--- src/rtl/sar_cf_pkg.sv ---
// Shared types and elaboration helpers for the coarse/fine SAR controller.
package sar_cf_pkg;

  typedef enum logic [3:0] {
    S_IDLE,
    S_C_DRAIN,
    S_C_LOAD,
    S_C_CMP,
    S_C_DEC,
    S_F_DRAIN,
    S_F_LOAD,
    S_F_CMP,
    S_F_DEC,
    S_DONE
  } state_t;

  // Bits needed to index v entries, never less than one.
  function automatic int cw(input int v);
    return (v <= 2) ? 1 : $clog2(v);
  endfunction

  // Index width for the N-bit working register.
  function automatic int bw_of_n(input int n);
    return cw(n);
  endfunction

  // Index width for the K coarse decisions.
  function automatic int bw_of_k(input int k);
    return cw(k);
  endfunction

  // Coarse array preload: upper k switches on, lower k off.
  function automatic logic [63:0] coarse_preload(input int k);
    return ((64'd1 << k) - 64'd1) << k;
  endfunction

endpackage

--- src/rtl/sar_start_ctrl.sv ---
// Track-time counter, pending-start latch, start qualification and overrun flag.
module sar_start_ctrl
  import sar_cf_pkg::*;
#(
  parameter int T_TRACK = 2
) (
  input  logic clk,
  input  logic rst,
  input  logic in_idle,
  input  logic busy,
  input  logic cnvst,
  input  logic cont,
  output logic start,
  output logic ovr
);

  localparam int TW = cw(T_TRACK);
  localparam logic [TW-1:0] TRK_LAST = TW'(T_TRACK - 1);

  logic [TW-1:0] trk_cnt;
  logic          pend;
  logic          trk_done;

  assign trk_done = (trk_cnt == TRK_LAST);
  assign start    = in_idle && trk_done && (cnvst || pend || cont);

  // Track counter saturates in IDLE and restarts from zero on every IDLE entry;
  // a request is only latched while idle, requests during a conversion flag overrun.
  always_ff @(posedge clk) begin
    if (rst) begin
      trk_cnt <= '0;
      pend    <= 1'b0;
      ovr     <= 1'b0;
    end else begin
      ovr <= busy & cnvst;
      if (!in_idle) begin
        trk_cnt <= '0;
        pend    <= 1'b0;
      end else begin
        if (!trk_done) trk_cnt <= trk_cnt + TW'(1);
        pend <= start ? 1'b0 : (pend | cnvst);
      end
    end
  end

endmodule

--- src/rtl/sar_logic_cf_param.sv ---
// Coarse/fine split-capacitor SAR controller: K coarse decisions, N-K fine decisions.
//
// state     | meaning
// ----------+---------------------------------------------------
// S_IDLE    | tracking (s_clk=1), wait for track time + request
// S_C_DRAIN | open coarse drain switch
// S_C_LOAD  | preload coarse array, init bit pointers
// S_C_CMP   | fire coarse comparator clock
// S_C_DEC   | take coarse decision for bit b
// S_F_DRAIN | open fine drain switch
// S_F_LOAD  | transfer coarse result onto fine array
// S_F_CMP   | fire fine comparator clock
// S_F_DEC   | take fine decision for bit b
// S_DONE    | result registered, eoc/dvalid high
module sar_logic_cf_param
  import sar_cf_pkg::*;
#(
  parameter int N       = 10,
  parameter int K       = 7,
  parameter int T_TRACK = 2
) (
  input  logic           clk,
  input  logic           rst,
  input  logic           cnvst,
  input  logic           cont,
  input  logic           cmp_out,
  input  logic           cmp_out_coarse,
  output logic [N-1:0]   sar,
  output logic [N-1:0]   dout,
  output logic           dvalid,
  output logic           eoc,
  output logic           busy,
  output logic           ovr,
  output logic           cmp_clk,
  output logic           cmp_clk_coarse,
  output logic           s_clk,
  output logic [2*N-1:0] fine_btm,
  output logic [2*K-1:0] coarse_btm,
  output logic           fine_switch_drain,
  output logic           coarse_switch_drain,
  output logic           s_clk_not,
  output logic [2*N-1:0] fine_btm_not,
  output logic [2*K-1:0] coarse_btm_not,
  output logic           fine_switch_drain_not,
  output logic           coarse_switch_drain_not
);

  localparam int BW  = bw_of_n(N);
  localparam int KW  = bw_of_k(K);
  localparam int FW  = cw(2 * N);
  localparam int CBW = cw(2 * K);
  localparam logic [63:0] C_PRE64 = coarse_preload(K);

  generate
    if (N < 2 || K < 1 || K > N - 1 || T_TRACK < 1) begin : g_bad_param
      $error("sar_logic_cf_param: illegal N/K/T_TRACK combination");
    end
  endgenerate

  state_t          state, state_nxt;
  logic [BW-1:0]   b, b_m1;
  logic [KW-1:0]   bc;
  logic [FW-1:0]   fi_lo, fi_up;
  logic [CBW-1:0]  ci_lo, ci_up;
  logic            start, in_idle;

  assign in_idle = (state == S_IDLE);
  assign b_m1    = b - BW'(1);
  assign fi_lo   = FW'(b);
  assign fi_up   = FW'(b) + FW'(N);
  assign ci_lo   = CBW'(bc);
  assign ci_up   = CBW'(bc) + CBW'(K);

  sar_start_ctrl #(.T_TRACK(T_TRACK)) u_start (
    .clk     (clk),
    .rst     (rst),
    .in_idle (in_idle),
    .busy    (busy),
    .cnvst   (cnvst),
    .cont    (cont),
    .start   (start),
    .ovr     (ovr)
  );

  // State register.
  always_ff @(posedge clk) begin
    if (rst) state <= S_IDLE;
    else     state <= state_nxt;
  end

  // Next-state logic; decision loops exit on the pointer value used for the decision.
  always_comb begin
    state_nxt = state;
    case (state)
      S_IDLE:    if (start) state_nxt = S_C_DRAIN;
      S_C_DRAIN: state_nxt = S_C_LOAD;
      S_C_LOAD:  state_nxt = S_C_CMP;
      S_C_CMP:   state_nxt = S_C_DEC;
      S_C_DEC:   state_nxt = (bc != '0) ? S_C_CMP : S_F_DRAIN;
      S_F_DRAIN: state_nxt = S_F_LOAD;
      S_F_LOAD:  state_nxt = S_F_CMP;
      S_F_CMP:   state_nxt = S_F_DEC;
      S_F_DEC:   state_nxt = (b != '0) ? S_F_CMP : S_DONE;
      S_DONE:    state_nxt = S_IDLE;
      default:   state_nxt = S_IDLE;
    endcase
  end

  // Registered datapath and switch drivers, updated from the current state.
  always_ff @(posedge clk) begin
    if (rst) begin
      sar                 <= '0;
      dout                <= '0;
      dvalid              <= 1'b0;
      eoc                 <= 1'b0;
      busy                <= 1'b0;
      cmp_clk             <= 1'b0;
      cmp_clk_coarse      <= 1'b0;
      fine_btm            <= '0;
      coarse_btm          <= '0;
      fine_switch_drain   <= 1'b1;
      coarse_switch_drain <= 1'b1;
      b                   <= '0;
      bc                  <= '0;
    end else begin
      cmp_clk        <= 1'b0;
      cmp_clk_coarse <= 1'b0;
      dvalid         <= 1'b0;
      eoc            <= 1'b0;
      busy           <= (state_nxt != S_IDLE);
      case (state)
        S_IDLE: begin
          sar                 <= '0;
          sar[N-1]            <= 1'b1;
          fine_btm            <= '0;
          coarse_btm          <= '0;
          fine_switch_drain   <= 1'b1;
          coarse_switch_drain <= 1'b1;
        end
        S_C_DRAIN: coarse_switch_drain <= 1'b0;
        S_C_LOAD: begin
          coarse_btm <= C_PRE64[2*K-1:0];
          b          <= BW'(N - 1);
          bc         <= KW'(K - 1);
        end
        S_C_CMP: cmp_clk_coarse <= 1'b1;
        S_C_DEC: begin
          sar[b] <= cmp_out_coarse;
          if (cmp_out_coarse) coarse_btm[ci_lo] <= 1'b1;
          else                coarse_btm[ci_up] <= 1'b0;
          sar[b_m1] <= 1'b1;
          b         <= b_m1;
          bc        <= bc - KW'(1);
        end
        S_F_DRAIN: fine_switch_drain <= 1'b0;
        S_F_LOAD: begin
          for (int i = N - K; i < N; i++) begin
            if (sar[i]) begin
              fine_btm[i+N] <= 1'b1;
              fine_btm[i]   <= 1'b1;
            end
          end
          fine_btm[2*N-K-1:N] <= '1;
        end
        S_F_CMP: cmp_clk <= 1'b1;
        S_F_DEC: begin
          sar[b] <= cmp_out;
          if (cmp_out) fine_btm[fi_lo] <= 1'b1;
          else         fine_btm[fi_up] <= 1'b0;
          if (b != '0) begin
            sar[b_m1] <= 1'b1;
            b         <= b_m1;
          end else begin
            dout   <= {sar[N-1:1], cmp_out};
            dvalid <= 1'b1;
            eoc    <= 1'b1;
          end
        end
        default: ;
      endcase
    end
  end

  assign s_clk                   = rst | in_idle;
  assign s_clk_not               = ~s_clk;
  assign fine_btm_not            = ~fine_btm;
  assign coarse_btm_not          = ~coarse_btm;
  assign fine_switch_drain_not   = ~fine_switch_drain;
  assign coarse_switch_drain_not = ~coarse_switch_drain;

endmodule
--- config.mk ---
export PLATFORM = sky130hd
export DESIGN_NAME = sar_logic_cf_param
export DESIGN_NICKNAME = d
export VERILOG_FILES = /design/src/rtl/sar_cf_pkg.sv /design/src/rtl/sar_start_ctrl.sv /design/src/rtl/sar_logic_cf_param.sv
export SDC_FILE = /design/constraint.sdc
export NUM_CORES = 1
export LEC_CHECK = 0
export CORE_ASPECT_RATIO = 1.2
export CORE_UTILIZATION = 45
export DETAILED_ROUTE_END_ITERATION = 12
export PLACE_DENSITY = 0.77
export SLEW_MARGIN = 10
export SYNTH_ARGS = -nofsm -noshare
export SYNTH_HDL_FRONTEND = slang
export SYNTH_SLANG_ARGS = --single-unit
--- constraint.sdc ---
create_clock -name clk -period 2.05 [get_ports clk]
set_input_delay 0.3075 -clock clk [delete_from_list [all_inputs] [get_ports clk]]
set_output_delay 0.3075 -clock clk [all_outputs]
set_load 0.03 [all_outputs]
# After elaboration in Yosys (flattened, before gate mapping)
# Cells that the tools add are included.
word_totals:
  regBits: 74
  inputBits: 6
op_classes:
  addsub: 5
  order_cmp: 12
  eq_ne: 16
  mux: 41
  n_bitwise: 19
  n_reduce_logical: 34
op_table:
  columns: ["op", "count"]
  rows:
  - ["17-bit one-hot mux with 3 select lines", 1]
  - ["14-bit one-hot mux with 3 select lines", 1]
  - ["20-bit NOT", 2]
  - ["4-bit one-hot mux with 9 select lines", 1]
  - ["10-bit one-hot mux with 3 select lines", 1]
  - ["14-bit NOT", 2]
  - ["20-bit bitwise AND", 1]
  - ["10-bit bitwise mux", 2]
  - ["20-bit 2-to-1 mux", 1]
  - ["10-bit OR", 2]
  - ["20-bit by 16-bit OR with 20-bit output", 1]
  - ["2-bit AND reduction", 9]
  - ["1-bit 2-to-1 mux", 17]
  - ["1-bit demux with 4-bit select", 4]
  - ["4-bit by 3-bit == test with 1-bit output (second input constant)", 4]
  - ["4-bit by 1-bit greater-or-equal comparator with 1-bit output (second input constant)", 4]
  - ["2-bit != test (second input constant)", 8]
  - ["4-bit by 5-bit < comparator with 1-bit output (second input constant)", 3]
  - ["3-bit nonzero test", 5]
  - ["14-bit bitwise AND", 1]
  - ["14-bit 2-to-1 mux", 1]
  - ["14-bit by 8-bit OR with 14-bit output", 1]
  - ["4-bit 2-to-1 mux", 3]
  - ["3-bit one-hot mux with 2 select lines", 2]
  - ["29 further kinds", 50]

# Depth between registers and ports, before layout
depth:
  depth_word: 9
  mapped_depth: 9
  depth_no_buf: 7

# Hierarchy
# From an unflattened synthesis, not the netlist that was laid out.
unflattened:
  cells_unflattened: 542
  area_unflattened_um2: 4284.1
modules_own_cells:
  columns: ["module", "n_inst", "cells_per_inst", "area_each_um2"]
  rows:
  - ["sar_logic_cf_param", 1, 533, 4176.5]
  - ["sar_start_ctrl", 1, 9, 107.6]

# Worst setup path after synthesis
# Ideal clock, no wire load.
synth_timing:
  path_kind: "reg2reg"
  start: "register b[1]"
  end: "register fine_btm[13]"
  arrival_time_ns: 1.974
  slack_ns: -0.043
  path_stages_with_launch: 8
  path_buffers: 0
  path_cell_list: "dfxtp_1 inv_1 ha_1 inv_1 a2111oi_0 a21oi_1 o21ai_0 nand2_1"
synth_via:
  elab_chain_cells: 9
  elab_cells_between_ends: 16
synth_rtl:
  columns: ["element", "line_no", "text"]
  rows:
  - ["start: declaration", "sar_logic_cf_param.sv:61", "logic [BW-1:0] b, b_m1;"]
  - ["start signal: assignment", "sar_logic_cf_param.sv:143", "b <= BW'(N - 1);"]
  - ["start signal: assignment", "sar_logic_cf_param.sv:152", "b <= b_m1;"]
  - ["start signal: assignment", "sar_logic_cf_param.sv:172", "b <= b_m1;"]
  - ["4-bit by 4-bit adder with 5-bit output", "sar_logic_cf_param.sv:70", "assign fi_up = FW'(b) + FW'(N);"]
  - ["5-bit by 6-bit < comparator with 1-bit output (implied by the code) / 5-bit by 1-bit greater-or-equal comparator with 1-bit output (equally long branches)", "sar_logic_cf_param.sv:169", "else fine_btm[fi_up] <= 1'b0;"]
  - ["1-bit logical AND (implied by the code)", "sar_logic_cf_param.sv:169", null]
  - ["1-bit 2-to-1 mux (implied by the code)", "sar_logic_cf_param.sv:169", null]
  - ["1-bit demux with 5-bit select", "sar_logic_cf_param.sv:169", null]
  - ["20-bit NOT (no line)", null, null]
  - ["20-bit bitwise AND (no line)", null, null]
  - ["20-bit 2-to-1 mux *", "sar_logic_cf_param.sv:168", "if (cmp_out) fine_btm[fi_lo] <= 1'b1;"]
  - ["17-bit one-hot mux with 3 select lines *", "sar_logic_cf_param.sv:131", "case (state)"]
  - ["end signal: assignment", "sar_logic_cf_param.sv:135", "fine_btm <= '0;"]
  - ["end signal: indexed assignment", "sar_logic_cf_param.sv:168", null]
  - ["end signal: indexed assignment", "sar_logic_cf_param.sv:169", null]
  - ["end: declaration", "sar_logic_cf_param.sv:37", "output logic [2*N-1:0] fine_btm,"]
# Mark *: on every way between the ends. The rest lies on a longest branch, timed or not.
# A chain may end at the register's enable or synchronous reset.

# Final worst setup path
layout_timing:
  start: "register state[0]"
  end: "register coarse_btm[4]"
layout_via:
  elab_chain_cells: 2
  elab_cells_between_ends: 5
layout_rtl:
  columns: ["element", "line_no", "text"]
  rows:
  - ["start: declaration", "sar_logic_cf_param.sv:60", "state_t state, state_nxt;"]
  - ["start signal: assignment", "sar_logic_cf_param.sv:88", "else state <= state_nxt;"]
  - ["4-bit by 3-bit == test with 1-bit output (tied with other cells)", "sar_logic_cf_param.sv:131", null]
  - ["14-bit one-hot mux with 3 select lines / 3-bit nonzero test (equally long branches)", null, null]
  - ["end signal: assignment", "sar_logic_cf_param.sv:142", "coarse_btm <= C_PRE64[2*K-1:0];"]
  - ["end: declaration", "sar_logic_cf_param.sv:38", "output logic [2*K-1:0] coarse_btm,"]
# Several ways; a longest one is shown, not always the timed one.

==> results.md <==
- DRC violations left: 0
- Total placed cells including tap cells: about 800
- Largest net degree at the start of global routing: 32
- Synthesis-to-finish area growth: 39.8%
- Share of the core filled with cells: about 65%
- Most prevalent standard cell on the critical path: sky130_fd_sc_hd__buf_4
- Max-slew headroom at the worst pin: 61.4%
- Finished Layout Cells: between 800 and 900
- Share of post-route cells with drive strength above 1: ~14%
- Worst endpoint data arrival time: roughly 2.2 ns
- Via density per instance: 5.72
- Placed wire-length estimate after detailed placement: around 10000 um
- Static Leak: 2.13 nW
- Average cell area after synthesis: 7.53 um2
- Floorplan row count: 38
- Worst hold-check slack: approximately 0.32 ns
- Data required, critical path: 2.32 ns
- Core area: around 9000 um2
- Crit-path slowest cell: sky130_fd_sc_hd__nor4b_4
- DR WL/cell: between 15 and 20 um
- Clock transition at the registers of the reported paths: about 0.080 ns
- Netlist area before placement: 4190 um2
- Cell at the root of the clock tree: sky130_fd_sc_hd__clkbuf_8
- Count of pins on the block boundary: 106
- Overall power consumption: 3.87 mW
- Largest fanout on the critical path: 17
- TritonCTS Sinks: between 70 and 80
- Share of the clock period used by the worst path: 93.9%
- FILL cells: 828
- GRT Resource Usage Total: 28.6%
- Post-Synthesis Net Count: around 580
- Share of synthesized registers carrying an async set or reset: 0%
- Max-cap viol count: 0
- Result of the run: finished clean
- Insertion delay of the later-clocked pin in the worst-skew pair: about 0.35 ns
- Pre-CTS worst setup slack: approximately 0.074 ns
- Synth warnings: 0
- Pins Over Slew Limit: 0
- Critical setup path kind: flip-flop to flip-flop
- Detailed Routing Iterations Pass 1: 5
- Wire length of the first global-routing pass: around 22000 um
- CP Cell Sequence: buf_4, nor4b_4, buf_4, nand2_1, nor2_1, a21oi_1, nor3_1
- Antenna viol nets, final: 0
- Final Hold Violating Endpoints: 0
- Initial core utilization: a little under half
- Register bit count reported by yosys: 74
- Number of enable flip-flop cells after synthesis: 0
- Distinct cell type count of the synthesized netlist: between 60 and 70
- Number of DRC markers after the initial detailed-route iteration: 382
- Number of global-route vias before repair: around 4400
- Type of the most critical hold path: input port to flip-flop
- Clock skew: approximately 0.0083 ns
- Met2 Routed Length: about 6700 um
- Number of buffers created by CTS: 9
- Total cell area at the placement stage: 5620 um2
- RePlAce Congestion: between 0.9 and 1
- DR top layer: met4
- CTS tree: yes
- Pwr/cell area: around 660 nW/um2
- Cell area after layout: 5850 um2
- Slew @ Worst Pin: 0.579 ns
- Setup slack after layout: between 0.1 and 0.15 ns
- Setup violators final: 0
- Count of port buffers added during placement: roughly 110
- Wire length the detailed router placed on met1: around 6000 um
- Hold-fix buffer count after cts: 0
- Most used DFF post-synth: sky130_fd_sc_hd__dfxtp_1
- Height of the die: roughly 110 um
- Post-layout nets: 708
- Endpoint type of the worst setup path: flip-flop
- Total vias in the final route: roughly 4600
- Highest ir drop seen on vdd: 0.428 mV
- Met3 wire length: 745 um
- Initial antenna violation count: 0
- Horizontal extent of the die: 90.1 um
- Startpoint type of the worst setup path: flip-flop
- Setup TNS: 0 ns
- Antenna diode count: 0
- Syn Inst Count: around 560
- Final wirelength: about 14000 um
- Shortest period the worst path allows: around 1.9 ns
- Number of setup buffers added after CTS: 0
- Setup repair after global routing missed its margin: false
- Maximum frequency from static timing analysis: slightly above 500 MHz
- Sequential area share after synthesis: 35.4%
- Maximum number of buffers from clock root to sink: 2
- Global route total overflow: 0
- Die Footprint: between 9000 and 10000 um2
- Worst path max stage delay: around 0.46 ns
- Clock H-tree levels: 3
## final timing paths
kind / from / to / slack [ns] / cells past startpoint
hold / removal: rst / fine_btm[19] / 0.32 / 4
hold reg to reg: u_start.trk_cnt / u_start.pend / 0.45 / 1
setup / recovery: state[0] / coarse_btm[4] / 0.13 / 7
setup reg to reg: state[0] / coarse_btm[4] / 0.13 / 7
## cells by family after synthesis
family	count (synthesis)	share of synthesized area [%]
AOI/OAI and AO/OA	184	26.7
xor gates and xnor gates	3	0.628
adders and majority gates	15	4.48
buffers and inverters	96	9.65
DFF	74	35.4
muxes	1	0.269
and+or+nand+nor	183	22.9
## layout by cell type, fill, tap and decap left out, types with 5 or more instances in the layout
cell type	Yosys	layout
sky130_fd_sc_hd__clkdlybuf4s50_1	0	102
sky130_fd_sc_hd__a21oi_1	89	89
sky130_fd_sc_hd__dfxtp_1	74	74
sky130_fd_sc_hd__buf_4	6	59
sky130_fd_sc_hd__nand2_1	55	55
sky130_fd_sc_hd__inv_1	52	52
sky130_fd_sc_hd__nor2_1	39	38
sky130_fd_sc_hd__o21ai_0	33	32
sky130_fd_sc_hd__nand3_1	28	28
sky130_fd_sc_hd__nor3_1	16	16
sky130_fd_sc_hd__ha_1	15	14
sky130_fd_sc_hd__a31oi_1	12	12
sky130_fd_sc_hd__clkbuf_8	0	10
sky130_fd_sc_hd__a211oi_1	9	8
sky130_fd_sc_hd__nand2b_1	6	6
sky130_fd_sc_hd__a22oi_1	5	5
## cells in the mapped netlist, types with 3 or more instances
cell	number	area, um2
sky130_fd_sc_hd__a211oi_1	9	67.6
sky130_fd_sc_hd__a21oi_1	89	445
sky130_fd_sc_hd__a22oi_1	5	37.5
sky130_fd_sc_hd__a311oi_1	3	26.3
sky130_fd_sc_hd__a31oi_1	12	75.1
sky130_fd_sc_hd__a41oi_1	4	35.0
sky130_fd_sc_hd__and2_1	3	18.8
sky130_fd_sc_hd__and3_1	3	18.8
sky130_fd_sc_hd__buf_1	4	15.0
sky130_fd_sc_hd__buf_2	11	55.1
sky130_fd_sc_hd__buf_4	6	45.0
sky130_fd_sc_hd__clkbuf_1	22	82.6
sky130_fd_sc_hd__dfxtp_1	74	1480
sky130_fd_sc_hd__ha_1	15	188
sky130_fd_sc_hd__inv_1	52	195
sky130_fd_sc_hd__nand2_1	55	206
sky130_fd_sc_hd__nand2b_1	6	37.5
sky130_fd_sc_hd__nand3_1	28	140
sky130_fd_sc_hd__nor2_1	39	146
sky130_fd_sc_hd__nor2b_1	5	31.3
sky130_fd_sc_hd__nor3_1	16	80.1
sky130_fd_sc_hd__nor4_1	3	18.8
sky130_fd_sc_hd__nor4b_4	3	71.3
sky130_fd_sc_hd__o21ai_0	33	165
sky130_fd_sc_hd__o2bb2ai_1	3	26.3
sky130_fd_sc_hd__o31ai_1	3	22.5
sky130_fd_sc_hd__or3_1	3	18.8
## flip-flops by register name (all words and copies together), names as in the netlist, 3 cells and up
name and count:
b 4, bc 3, coarse_btm 14, dout 10, fine_btm 20, sar 10
state 4
## layout make-up
| type | count | area, um2 | area share [%] |
|---|---|---|---|
| clock inverters | 4 | 51.3 | 0.876 |
| clock buffers | 12 | 145 | 2.48 |
| repair buffers | 164 | 1490 | 25.4 |
| inverters | 52 | 195 | 3.33 |
| multi-input cells | 386 | 2340 | 40.1 |
| flip-flops and latches | 74 | 1480 | 25.3 |
| well taps | 120 | 150 | 2.57 |
## critical path, delay by kind of cell, from the launching register on
kind	cells	cell delay (ns)
buffers and inverters	2	0.46
DFF	1	0.31
and+or+nand+nor	4	0.95
AOI/OAI and AO/OA	1	0.10
## report_power, final
| group | total, mW | internal (mW) | switching (mW) | leakage (nW) |
|---|---|---|---|---|
| Clock | 1.16 | 0.597 | 0.562 | 0.0966 |
| Sequential | 1.55 | 1.50 | 0.0591 | 0.599 |
| Combinational | 1.15 | 0.437 | 0.716 | 1.43 |
| Total | 3.87 | 2.53 | 1.34 | 2.13 |
## per-layer routing
| metal | GRT usage (%) | up-vias |
|---|---|---|
| met5 | 0 | - |
| met4 | 11.3 | 0 |
| met3 | 3.18 | 19 |
| met2 | 48.5 | 180 |
| met1 | 37.2 | 2233 |
| li1 | - | 2216 |
## timing repair
action | 4_1_cts | 5_1_grt
pin swaps | 0 | 0
endpoints found under the setup margin | 1 | 17
gates resized for setup | 2 | 12
No activity file was read; power rests on OpenSTA's default activity.
